`config.mk`:
```
export PLATFORM = sky130hd
export DESIGN_NAME = ball_collision_engine
export DESIGN_NICKNAME = d
export VERILOG_FILES = /design/src/rtl/ball_collision_engine.sv
export SDC_FILE = /design/constraint.sdc
export NUM_CORES = 1
export LEC_CHECK = 0
export BUFFER_PORTS_ARGS = -buffer_cell sky130_fd_sc_hd__buf_4
export CAP_MARGIN = 0
export CELL_PAD_IN_SITES_DETAIL_PLACEMENT = 1
export CELL_PAD_IN_SITES_GLOBAL_PLACEMENT = 2
export CORE_MARGIN = 5
export CORE_UTILIZATION = 32
export DETAILED_ROUTE_END_ITERATION = 8
export GPL_TIMING_DRIVEN = 0
export PLACE_DENSITY = 0.82
export SLEW_MARGIN = 40
export SYNTH_ARGS = -nofsm -noshare
export SYNTH_HDL_FRONTEND = slang
export SYNTH_SLANG_ARGS = --single-unit
export TNS_END_PERCENT = 10
```
`constraint.sdc`:
```
create_clock -name clk -period 2 [get_ports clk]
set_input_delay 0.1 -clock clk [delete_from_list [all_inputs] [get_ports clk]]
set_output_delay 0.1 -clock clk [all_outputs]
set_load 0.01 [all_outputs]
```
`src/rtl/ball_collision_engine.sv`:
```
// Per-frame ball collision resolver: probes brick memory at the ball's leading-edge corners,
// then checks the platform and walls. Optional ball-lost detection: BALL_LOST_DETECT_EN.
module ball_collision_engine #(
  parameter int COORD_W   = 10,
  parameter int X_MAX     = 640,
  parameter int Y_MAX     = 480,
  parameter int BALL_SIZE = 4,
  parameter int BRICK_W   = 32,
  parameter int BRICK_H   = 16,
  parameter int PLAT_W    = 48,
  parameter int PLAT_Y    = 460
) (
  input  logic               clk,
  input  logic               reset,
  input  logic               start,
  input  logic [COORD_W-1:0] ballx,
  input  logic [COORD_W-1:0] bally,
  input  logic [COORD_W-1:0] platx,
  output logic               mem_rd_req,
  output logic [COORD_W-1:0] mem_x,
  output logic [COORD_W-1:0] mem_y,
  input  logic               mem_rd_valid,
  input  logic [1:0]         mem_health,
  output logic               hit_valid,
  output logic [COORD_W-1:0] hit_x,
  output logic [COORD_W-1:0] hit_y,
  output logic               x_dir,
  output logic               y_dir,
  output logic               busy,
  output logic               done,
  output logic               lost,
  output logic [2:0]         state_dbg
);
  typedef enum logic [2:0] {
    IDLE, PY0, PY1, PX0, PX1, PLAT, UPDATE, DONE
  } state_t;

  localparam int PY1_OFF = (BRICK_W < BALL_SIZE) ? BRICK_W - 1 : BALL_SIZE - 1;
  localparam int PX1_OFF = (BRICK_H < BALL_SIZE) ? BRICK_H - 1 : BALL_SIZE - 1;
  localparam logic [COORD_W-1:0] ONE_C     = COORD_W'(1);
  localparam logic [COORD_W-1:0] BS_C      = COORD_W'(BALL_SIZE);
  localparam logic [COORD_W-1:0] PY1_OFF_C = COORD_W'(PY1_OFF);
  localparam logic [COORD_W-1:0] PX1_OFF_C = COORD_W'(PX1_OFF);
  localparam logic [COORD_W-1:0] XMAX_C    = COORD_W'(X_MAX);
  localparam logic [COORD_W-1:0] YMAX_C    = COORD_W'(Y_MAX);
  localparam logic [COORD_W-1:0] XWALL_C   = COORD_W'(X_MAX - BALL_SIZE);
  localparam logic [COORD_W-1:0] YWALL_C   = COORD_W'(Y_MAX - BALL_SIZE);
  localparam logic [COORD_W-1:0] PLATY_C   = COORD_W'(PLAT_Y);
  localparam logic [COORD_W-1:0] PLATW_C   = COORD_W'(PLAT_W);

  state_t             state, state_nx;
  logic               y_hit, x_hit, plat_hit;
  logic [COORD_W-1:0] ye, xe, nx_x, nx_y;
  logic               ye_bad, xe_bad, nx_oor, nx_probe;
  logic               step, probe_hit, x_dir_nx, y_dir_nx;

  // Leading edges; the negative direction at coordinate 0 would wrap, so it is flagged as out of range.
  assign ye     = y_dir ? bally + BS_C : bally - ONE_C;
  assign xe     = x_dir ? ballx + BS_C : ballx - ONE_C;
  assign ye_bad = (!y_dir && bally == '0) || (ye >= YMAX_C);
  assign xe_bad = (!x_dir && ballx == '0) || (xe >= XMAX_C);

  // Read handshake: mem_rd_req/mem_x/mem_y are loaded on entry to a probe state and held until
  // mem_rd_valid is sampled high; mem_rd_valid and mem_health are ignored while mem_rd_req is low.
  assign step      = !mem_rd_req || mem_rd_valid;
  assign probe_hit = mem_rd_req && mem_rd_valid && (mem_health != 2'd0);

  always_comb begin
    nx_x     = mem_x;
    nx_y     = mem_y;
    nx_oor   = 1'b1;
    nx_probe = 1'b1;
    case (state_nx)
      PY0: begin nx_x = ballx;             nx_y = ye;    nx_oor = ye_bad || (nx_x >= XMAX_C); end
      PY1: begin nx_x = ballx + PY1_OFF_C; nx_y = ye;    nx_oor = ye_bad || (nx_x >= XMAX_C); end
      PX0: begin nx_x = xe; nx_y = bally;                nx_oor = xe_bad || (nx_y >= YMAX_C); end
      PX1: begin nx_x = xe; nx_y = bally + PX1_OFF_C;    nx_oor = xe_bad || (nx_y >= YMAX_C); end
      default: nx_probe = 1'b0;
    endcase
  end

  always_comb begin
    state_nx = state;
    case (state)
      IDLE:    if (start) state_nx = PY0;
      PY0:     if (step) state_nx = probe_hit ? PX0 : PY1;
      PY1:     if (step) state_nx = PX0;
      PX0:     if (step) state_nx = probe_hit ? PLAT : PX1;
      PX1:     if (step) state_nx = PLAT;
      PLAT:    state_nx = UPDATE;
      UPDATE:  state_nx = DONE;
      DONE:    state_nx = IDLE;
      default: state_nx = IDLE;
    endcase
  end

`ifdef BALL_LOST_DETECT_EN
  logic lost_set;
  logic lost_q;
`endif

  // Walls take priority over platform and brick hits.
  always_comb begin
    x_dir_nx = x_dir;
    y_dir_nx = y_dir;
`ifdef BALL_LOST_DETECT_EN
    lost_set = 1'b0;
`endif
    if (bally == '0) y_dir_nx = 1'b1;
    else if (bally >= YWALL_C) begin
`ifdef BALL_LOST_DETECT_EN
      if (plat_hit) y_dir_nx = 1'b0;
      else          lost_set = 1'b1;
`else
      y_dir_nx = 1'b0;
`endif
    end
    else if (plat_hit) y_dir_nx = 1'b0;
    else if (y_hit)    y_dir_nx = ~y_dir;

    if (ballx == '0)          x_dir_nx = 1'b1;
    else if (ballx >= XWALL_C) x_dir_nx = 1'b0;
    else if (x_hit)            x_dir_nx = ~x_dir;
  end

  always_ff @(posedge clk or posedge reset) begin
    if (reset) begin
      state      <= IDLE;
      mem_rd_req <= 1'b0;
      mem_x      <= '0;
      mem_y      <= '0;
      hit_valid  <= 1'b0;
      hit_x      <= '0;
      hit_y      <= '0;
      x_dir      <= 1'b1;
      y_dir      <= 1'b0;
      y_hit      <= 1'b0;
      x_hit      <= 1'b0;
      plat_hit   <= 1'b0;
    end else begin
      state     <= state_nx;
      hit_valid <= probe_hit;
      if (probe_hit) begin
        hit_x <= mem_x;
        hit_y <= mem_y;
        if (state == PY0 || state == PY1) y_hit <= 1'b1;
        else                              x_hit <= 1'b1;
      end
      if (state_nx != state) begin
        mem_rd_req <= nx_probe && !nx_oor;
        mem_x      <= nx_x;
        mem_y      <= nx_y;
      end
      if (state == PLAT)
        plat_hit <= y_dir && (bally + BS_C == PLATY_C) && (ballx + BS_C > platx) &&
                    (ballx < platx + PLATW_C);
      if (state == UPDATE) begin
        x_dir <= x_dir_nx;
        y_dir <= y_dir_nx;
      end
      if (state == DONE) begin
        y_hit    <= 1'b0;
        x_hit    <= 1'b0;
        plat_hit <= 1'b0;
      end
    end
  end

`ifdef BALL_LOST_DETECT_EN
  always_ff @(posedge clk or posedge reset) begin
    if (reset)                           lost_q <= 1'b0;
    else if (state == UPDATE && lost_set) lost_q <= 1'b1;
  end
  assign lost = lost_q;
`else
  assign lost = 1'b0;
`endif

  assign busy      = (state != IDLE);
  assign done      = (state == DONE);
  assign state_dbg = state;
endmodule

```
---- Word level (Yosys, flattened, before mapping) ----
Index checks and enable logic that the tools add are counted.
storage, ports and cells
  register bits ........................... 50
  word-level logic and storage cells ...... 115
  bits of input ports ..................... 36
operators by class
  bitwise gates (word level) .............. 2
  magnitude comparators ................... 10
  equal/unequal tests ..................... 14
  reduce and logical (&&, ||, !) cells .... 41
  $add $sub $neg .......................... 7
  multiplexer cells ....................... 29
operators by type and width
  operator                                              number
  case mux 10 bit (3 select lines)                      2
  >= comparator 10 bit, second input constant           4
  >= comparator 10 x 9 -> 1 bit, second input constant  4
  case mux 3 bit (8 select lines)                       1
  adder 10 x 2 -> 10 bit, second input constant         2
  adder 10 x 3 -> 10 bit, second input constant         2
  zero test 10 bit                                      2
  2-to-1 mux 10 bit                                     2
  subtractor 10 x 1 -> 10 bit, second input constant    2
  2-to-1 mux 1 bit                                      18
  equality test 3 bit, second input constant            5
  2-to-1 mux 3 bit                                      5
  equality test 3 x 2 -> 1 bit, second input constant   4
  AND reduction 2 bit                                   6
  nonzero test 3 bit                                    4
  adder 10 x 6 -> 10 bit, second input constant         1
  equality test 10 x 9 -> 1 bit, second input constant  1
  greater-than comparator 10 bit                        1
  < comparator 10 bit                                   1
  logical AND 1 bit                                     8
  logical OR 1 bit                                      8
  nonzero test 2 bit                                    4
  equality test 3 x 1 -> 1 bit, second input constant   2
  zero test 1 bit                                       4
  8 further kinds                                       10

---- Depth between registers and ports, before layout ----
  word-level depth ........................ 9
  depth in mapped cells ................... 12
  gate-level depth less buffers ........... 11

---- Worst setup path after synthesis ----
OpenSTA, ideal clock, no wires.
  kind .................................... reg-to-reg
  start point ............................. reg y_dir
  end point ............................... reg mem_rd_req
  arrival time ............................ 1,797 ps
  period minus slack after synthesis ...... 1,923 ps
  buffers on the path ..................... 1
  slack ................................... 77 ps
  setup time .............................. 125 ps
  stages on the path, launching flop included .. 9
  required time ........................... 1,875 ps
  path through ............................ dfrtp_1 clkbuf_1 nor2_1 o211ai_1 o32a_1 xnor2_1 o2111ai_1 a211oi_1 o21ai_1
between the ends
  cells in the longest elaborated chain, start to end .. 7
  elaborated cells between the ends (all ways) .. 10
ends and longest elaborated chain
  element                                                                    RTL line  source
  start, declared                                                            28        output logic y_dir,
  start signal, assigned                                                     159       y_dir <= y_dir_nx;
  2-to-1 mux 10 bit / zero test 1 bit (equally long branches)                58, 60
  >= comparator 10 x 9 -> 1 bit / logical AND 1 bit (equally long branches)  60        assign ye_bad = (!y_dir && bally == '0) || (ye >= YMAX_C);
  logical OR 1 bit (*)                                                       60
  logical OR 1 bit (on tied branches)                                        75, 74
  case mux 1 bit (4 select lines) (*)                                        73        case (state_nx)
  zero test 1 bit (*)                                                        150       mem_rd_req <= nx_probe && !nx_oor;
  logical AND 1 bit (*)                                                      150
  end signal, assigned                                                       150
  end, declared                                                              19        output logic mem_rd_req,
Every way passes the cells marked *; elsewhere a longest branch is shown, timed or not.
A chain may end at the register's enable or synchronous reset.

---- Worst setup path after layout ----
  start point ............................. reg state[2] (netlist: state_dbg[2])
  end point ............................... reg mem_x[2]
between the ends
  cells in the longest elaborated chain, start to end .. 6
  elaborated cells between the ends (all ways) .. 23
ends and longest elaborated chain
  element                                                                     RTL line  source
  start, declared                                                             51        state_t state, state_nx;
  start signal, assigned                                                      141       state <= state_nx;
  equality test 3 bit (tied with other cells)                                 84        case (state)
  case mux 3 bit (8 select lines) (*)                                         84
  via state_nx[0]                                                             51
  equality test 3 bit / equality test 3 x 2 -> 1 bit (equally long branches)  73
  OR reduction 2 bit (no source line)                                         -
  nonzero test 3 bit (no source line)                                         -
  AND reduction 2 bit (no source line)                                        -
  end signal, assigned                                                        151       mem_x <= nx_x;
  end, declared                                                               20        output logic [COORD_W-1:0] mem_x,
Mark *: on every way through the listed nets, which the timed path passes. The rest lies on a longest branch.

==> out/metrics.yaml <==
critical_path:
  rrSetupSlack_ns: -0.05
  arrival_ns: 2.23
  r2r-end: "mem_x[2]"
  reg2reg_depth: 8
  crit-reg2reg-launch: "state_dbg[2]"
  timing.critical_path.required_ns: 2.18
  crit_path_start_kind: "flop"
  crit_type: "reg -> reg"
  worstPathMaxFanout: 6
  critical_path.endpoint_type: "flop"
global_route:
  grt_pass1_vias: 4361
  number_of_antenna_violations_at_the_first_check_in_global_routing: 0
  gr-max-usage-layer: "met2"
  globalRouteMet1Util_pct: 23.7
  grt_start_max_net_pins: 29
  gr-usage-met2_pct: 30.2
  overflow: 0
  global_route.usage.met3_pct: 2.37
  wire_length_of_the_first_global_routing_pass_mm: 23.0
  grt_util_all_layers_pct: 17.4
detailed_routing:
  initialDrtViolationCount: 211
  wirelength_mm: 14.5
  vias_per_cell: 5.20
  route.detailed.wl_per_inst_um: 17.6
  detailedRoute.firstPassIterationCount: 4
  drc_errors: 0
  detail-route-antenna-nets: 0
  detailroute.via_count: 4294
synthesis:
  syn-num-nets: 605
  synth.mux.area_fraction_pct: 1.54
  yosys.cell_types.count: 76
  synth_simple_gate_area_share_pct: 24.7
  synth.cell_area_um2: 4320
  synth_seq_cells: 50
  seq_area_frac_synth_pct: 29.0
  synth_fa_ha_area_share_pct: 8.12
  parity_gate_share_of_the_synthesized_area_counting_xor_and_xnor_cells_pct: 6.09
  synth_compound_gate_area_share_pct: 22.3
  number_of_warnings_issued_by_yosys: 0
  syn-mean-instance-area_um2: 7.98
  synthesized_instance_count: 541
  ys.flop_type: "sky130_fd_sc_hd__dfrtp_1"
  largest_family_of_logic_cells_by_synthesized_area: "simple AND/OR/NAND/NOR gates"
  number_of_flops_mapped_to_enable_cells_by_yosys: 0
  ys_async_sr_fraction_pct: 100
placed_design:
  estimated_wirelength_of_the_detail_placed_design_mm: 11.4
  portBuffers: 81
  place_ws_ns: -0.303
  place.detailed.instances: 799
  weighted_congestion_reported_at_the_end_of_routability_driven_placement: 0.874
timing:
  tightest_slew_ns: 0.590
  timing.fmax_mhz: 487
  report.final.setup_viol: 4
  final-max-slew-violation-count: 0
  setup_repair_after_global_routing_missed_its_margin: "yes"
  max-slew-margin-rel_pct: 60.5
  finalWorstSetupSlack_ns: -0.0537
  setup-tns-final_ns: -0.116
  min_period_over_period_pct: 103
  skew_ns: 0.00793
  finalHoldViolations: 0
  min_cycle_time_layout_ns: 2.05
flow_run:
  drv_cap: 0
layout:
  insertedDiodeCount: 0
  layout_cells_sized_above_1_pct: 29.9
  stdcell_count: 825
  flow.area_growth_from_synthesis_pct: 31.2
  final_net_count: 712
  final_cell_mix: "sky130_fd_sc_hd__buf_4, sky130_fd_sc_hd__nand2_1, sky130_fd_sc_hd__dfrtp_1, sky130_fd_sc_hd__nor2_1, sky130_fd_sc_hd__a21oi_1"
  final_core_utilization_pct: 42.7
  fill_cells: 1615
  layout_commonest_cell: "sky130_fd_sc_hd__buf_4"
pwr:
  power.density_cell_area_nw_per_um2: 1350
  int_power_w: 0.00420
  power.sequential.fraction_pct: 24.5
  p_leak_nw: 2.59
  tot_pwr_w: 0.00765
  combPwrFrac_pct: 64.1
  power_switching_w: 0.00345
  max-vdd-ir-drop_uv: 802
  power.switching_fraction_pct: 45.1
  clockPowerShare_pct: 11.5
floorplan:
  placement_rows: 42
  coreArea_um2: 13200
  initial_util_pct: 32.6
  floorplan.die.width_um: 126
  die_height_um: 126
  io-pin-count: 86
  die_area_um2: 15900
clocking:
  max-clock-path-buffers: 2
  cts_buffers: 5
  tritoncts: "built"
  cts_sinks: 50
  clkSlewWorstSetupHoldPaths_ns: 0.08
  ctsRootBufferMaster: "sky130_fd_sc_hd__clkbuf_16"
  clkLatencyLatePin_ns: 0.29
  htreeDepth: 2
worst_hold_path:
  hold_path_sink: "mem_x[0]"
  min_path_cells: 3
  min-delay-start: "ballx[0]"
  worstHoldPathType: "in -> reg"
status:
  violations: "setup timing"
  run_status: "finished, violations left"
==> layer usage <==
layer  up-vias  wire length [um]
met3         9               433
met2        77              7090
li1       2103                 -
met4         0                93
met1      2105              6880
met5         -                 0
==> through the flow <==
step,cell area [um2],hold slack (ns)
floorplan,4320,0.268
global placement,5140,0.457
detailed placement,5170,0.0866
CTS,5390,0.146
global route,5660,0.156
finish,5660,0.134
==> Yosys cell counts, types with 6 or more instances <==
library cell	instances	area (um2)
sky130_fd_sc_hd__o21ai_0	32	160
sky130_fd_sc_hd__ha_1	28	350
sky130_fd_sc_hd__xnor2_1	21	184
sky130_fd_sc_hd__o2111ai_1	7	61.3
sky130_fd_sc_hd__a21o_1	9	67.6
sky130_fd_sc_hd__a31oi_1	8	50.1
sky130_fd_sc_hd__xor2_1	9	78.8
sky130_fd_sc_hd__nor2_1	41	154
sky130_fd_sc_hd__nand2_1	95	357
sky130_fd_sc_hd__buf_4	6	45.0
sky130_fd_sc_hd__nand4_1	10	62.6
sky130_fd_sc_hd__clkbuf_1	18	67.6
sky130_fd_sc_hd__dfrtp_1	49	1230
sky130_fd_sc_hd__buf_2	6	30.0
sky130_fd_sc_hd__nor3_1	14	70.1
sky130_fd_sc_hd__inv_1	31	116
sky130_fd_sc_hd__nand3_1	14	70.1
sky130_fd_sc_hd__a21oi_1	33	165
sky130_fd_sc_hd__buf_6	6	67.6
sky130_fd_sc_hd__o211ai_1	6	45.0
==> layout make-up <==
cell class | instances | area (um2) | area share [%]
Multi-Input combinational cell | 419 | 2870 | 50.8
Tap cell | 176 | 220 | 3.89
Timing Repair Buffer | 103 | 790 | 13.9
Inverter | 34 | 136 | 2.41
Buffer | 35 | 240 | 4.24
Clock inverter | 3 | 21.3 | 0.376
Sequential cell | 50 | 1250 | 22.2
Clock buffer | 5 | 125 | 2.21
==> worst max path at each step <==
stage / startpoint / slack (ns) / endpoint / cells past startpoint
6_report: state_dbg[2] / -0.05 / mem_x[2] / 8
5_1_grt: state_dbg[2] / -0.15 / mem_x[2] / 8
4_1_cts: y_dir / -0.06 / mem_rd_req / 7
3_5_place_dp: bally[0] / -0.30 / mem_rd_req / 10
3_3_place_gp: bally[0] / -0.29 / mem_rd_req / 10
2_1_floorplan: y_dir / 0.08 / mem_rd_req / 8
==> power by group through the flow <==
stage	Sequential, W	Combinational, W	Clock [W]
2_1_floorplan	0.00202	0.00248	0
3_3_place_gp	0.00187	0.00416	0
3_5_place_dp	0.00189	0.00426	0
4_1_cts	0.00189	0.00439	0.000897
5_1_grt	0.00195	0.00534	0.000952
6_report	0.00187	0.00490	0.000878
==> registers in the layout (all words and copies together), names as in the netlist <==
| signal | cells |
|---|---|
| y_dir | 1 |
| plat_hit | 1 |
| y_hit | 1 |
| mem_y | 10 |
| hit_valid | 1 |
| hit_y | 10 |
| hit_x | 10 |
| mem_x | 10 |
| mem_rd_req | 1 |
| state_dbg | 3 |
| x_hit | 1 |
| x_dir | 1 |
==> cell families (layout without fill, tap and decap cells) <==
| family | count (synthesis) | in the layout |
|---|---|---|
| multiplexers | 6 | 6 |
| flip-flops | 50 | 50 |
| adder cells (fa/ha/maj) | 28 | 28 |
| buffers and inverters | 72 | 180 |
| XOR/XNOR | 30 | 30 |
| AND/OR/NAND/NOR | 218 | 218 |
| AO/OA/AOI/OAI | 136 | 136 |
| other | 1 | 1 |
==> worst max-delay path, cell delays in order, from the launching register on <==
cell                       delay [ns]
sky130_fd_sc_hd__dfrtp_1         0.40
sky130_fd_sc_hd__buf_6           0.14
sky130_fd_sc_hd__or3_1           0.36
sky130_fd_sc_hd__a21oi_2         0.21
sky130_fd_sc_hd__a221oi_4        0.08
sky130_fd_sc_hd__nand2b_4        0.17
sky130_fd_sc_hd__a221oi_2        0.32
sky130_fd_sc_hd__xnor2_1         0.17
sky130_fd_sc_hd__a21oi_1         0.09
==> what timing repair did <==
| item | 4_1_cts | 5_1_grt |
|---|---|---|
| cloned | 0 | 2 |
| endpoints found under the setup margin | 16 | 22 |
| resized for setup | 16 | 37 |
| hold endpoints to repair | 22 | 0 |
| hold buffers | 1 | 0 |
| setup buffers | 3 | 15 |
| pin swaps | 5 | 23 |
Note: power is estimated with default switching activity, not from simulation.
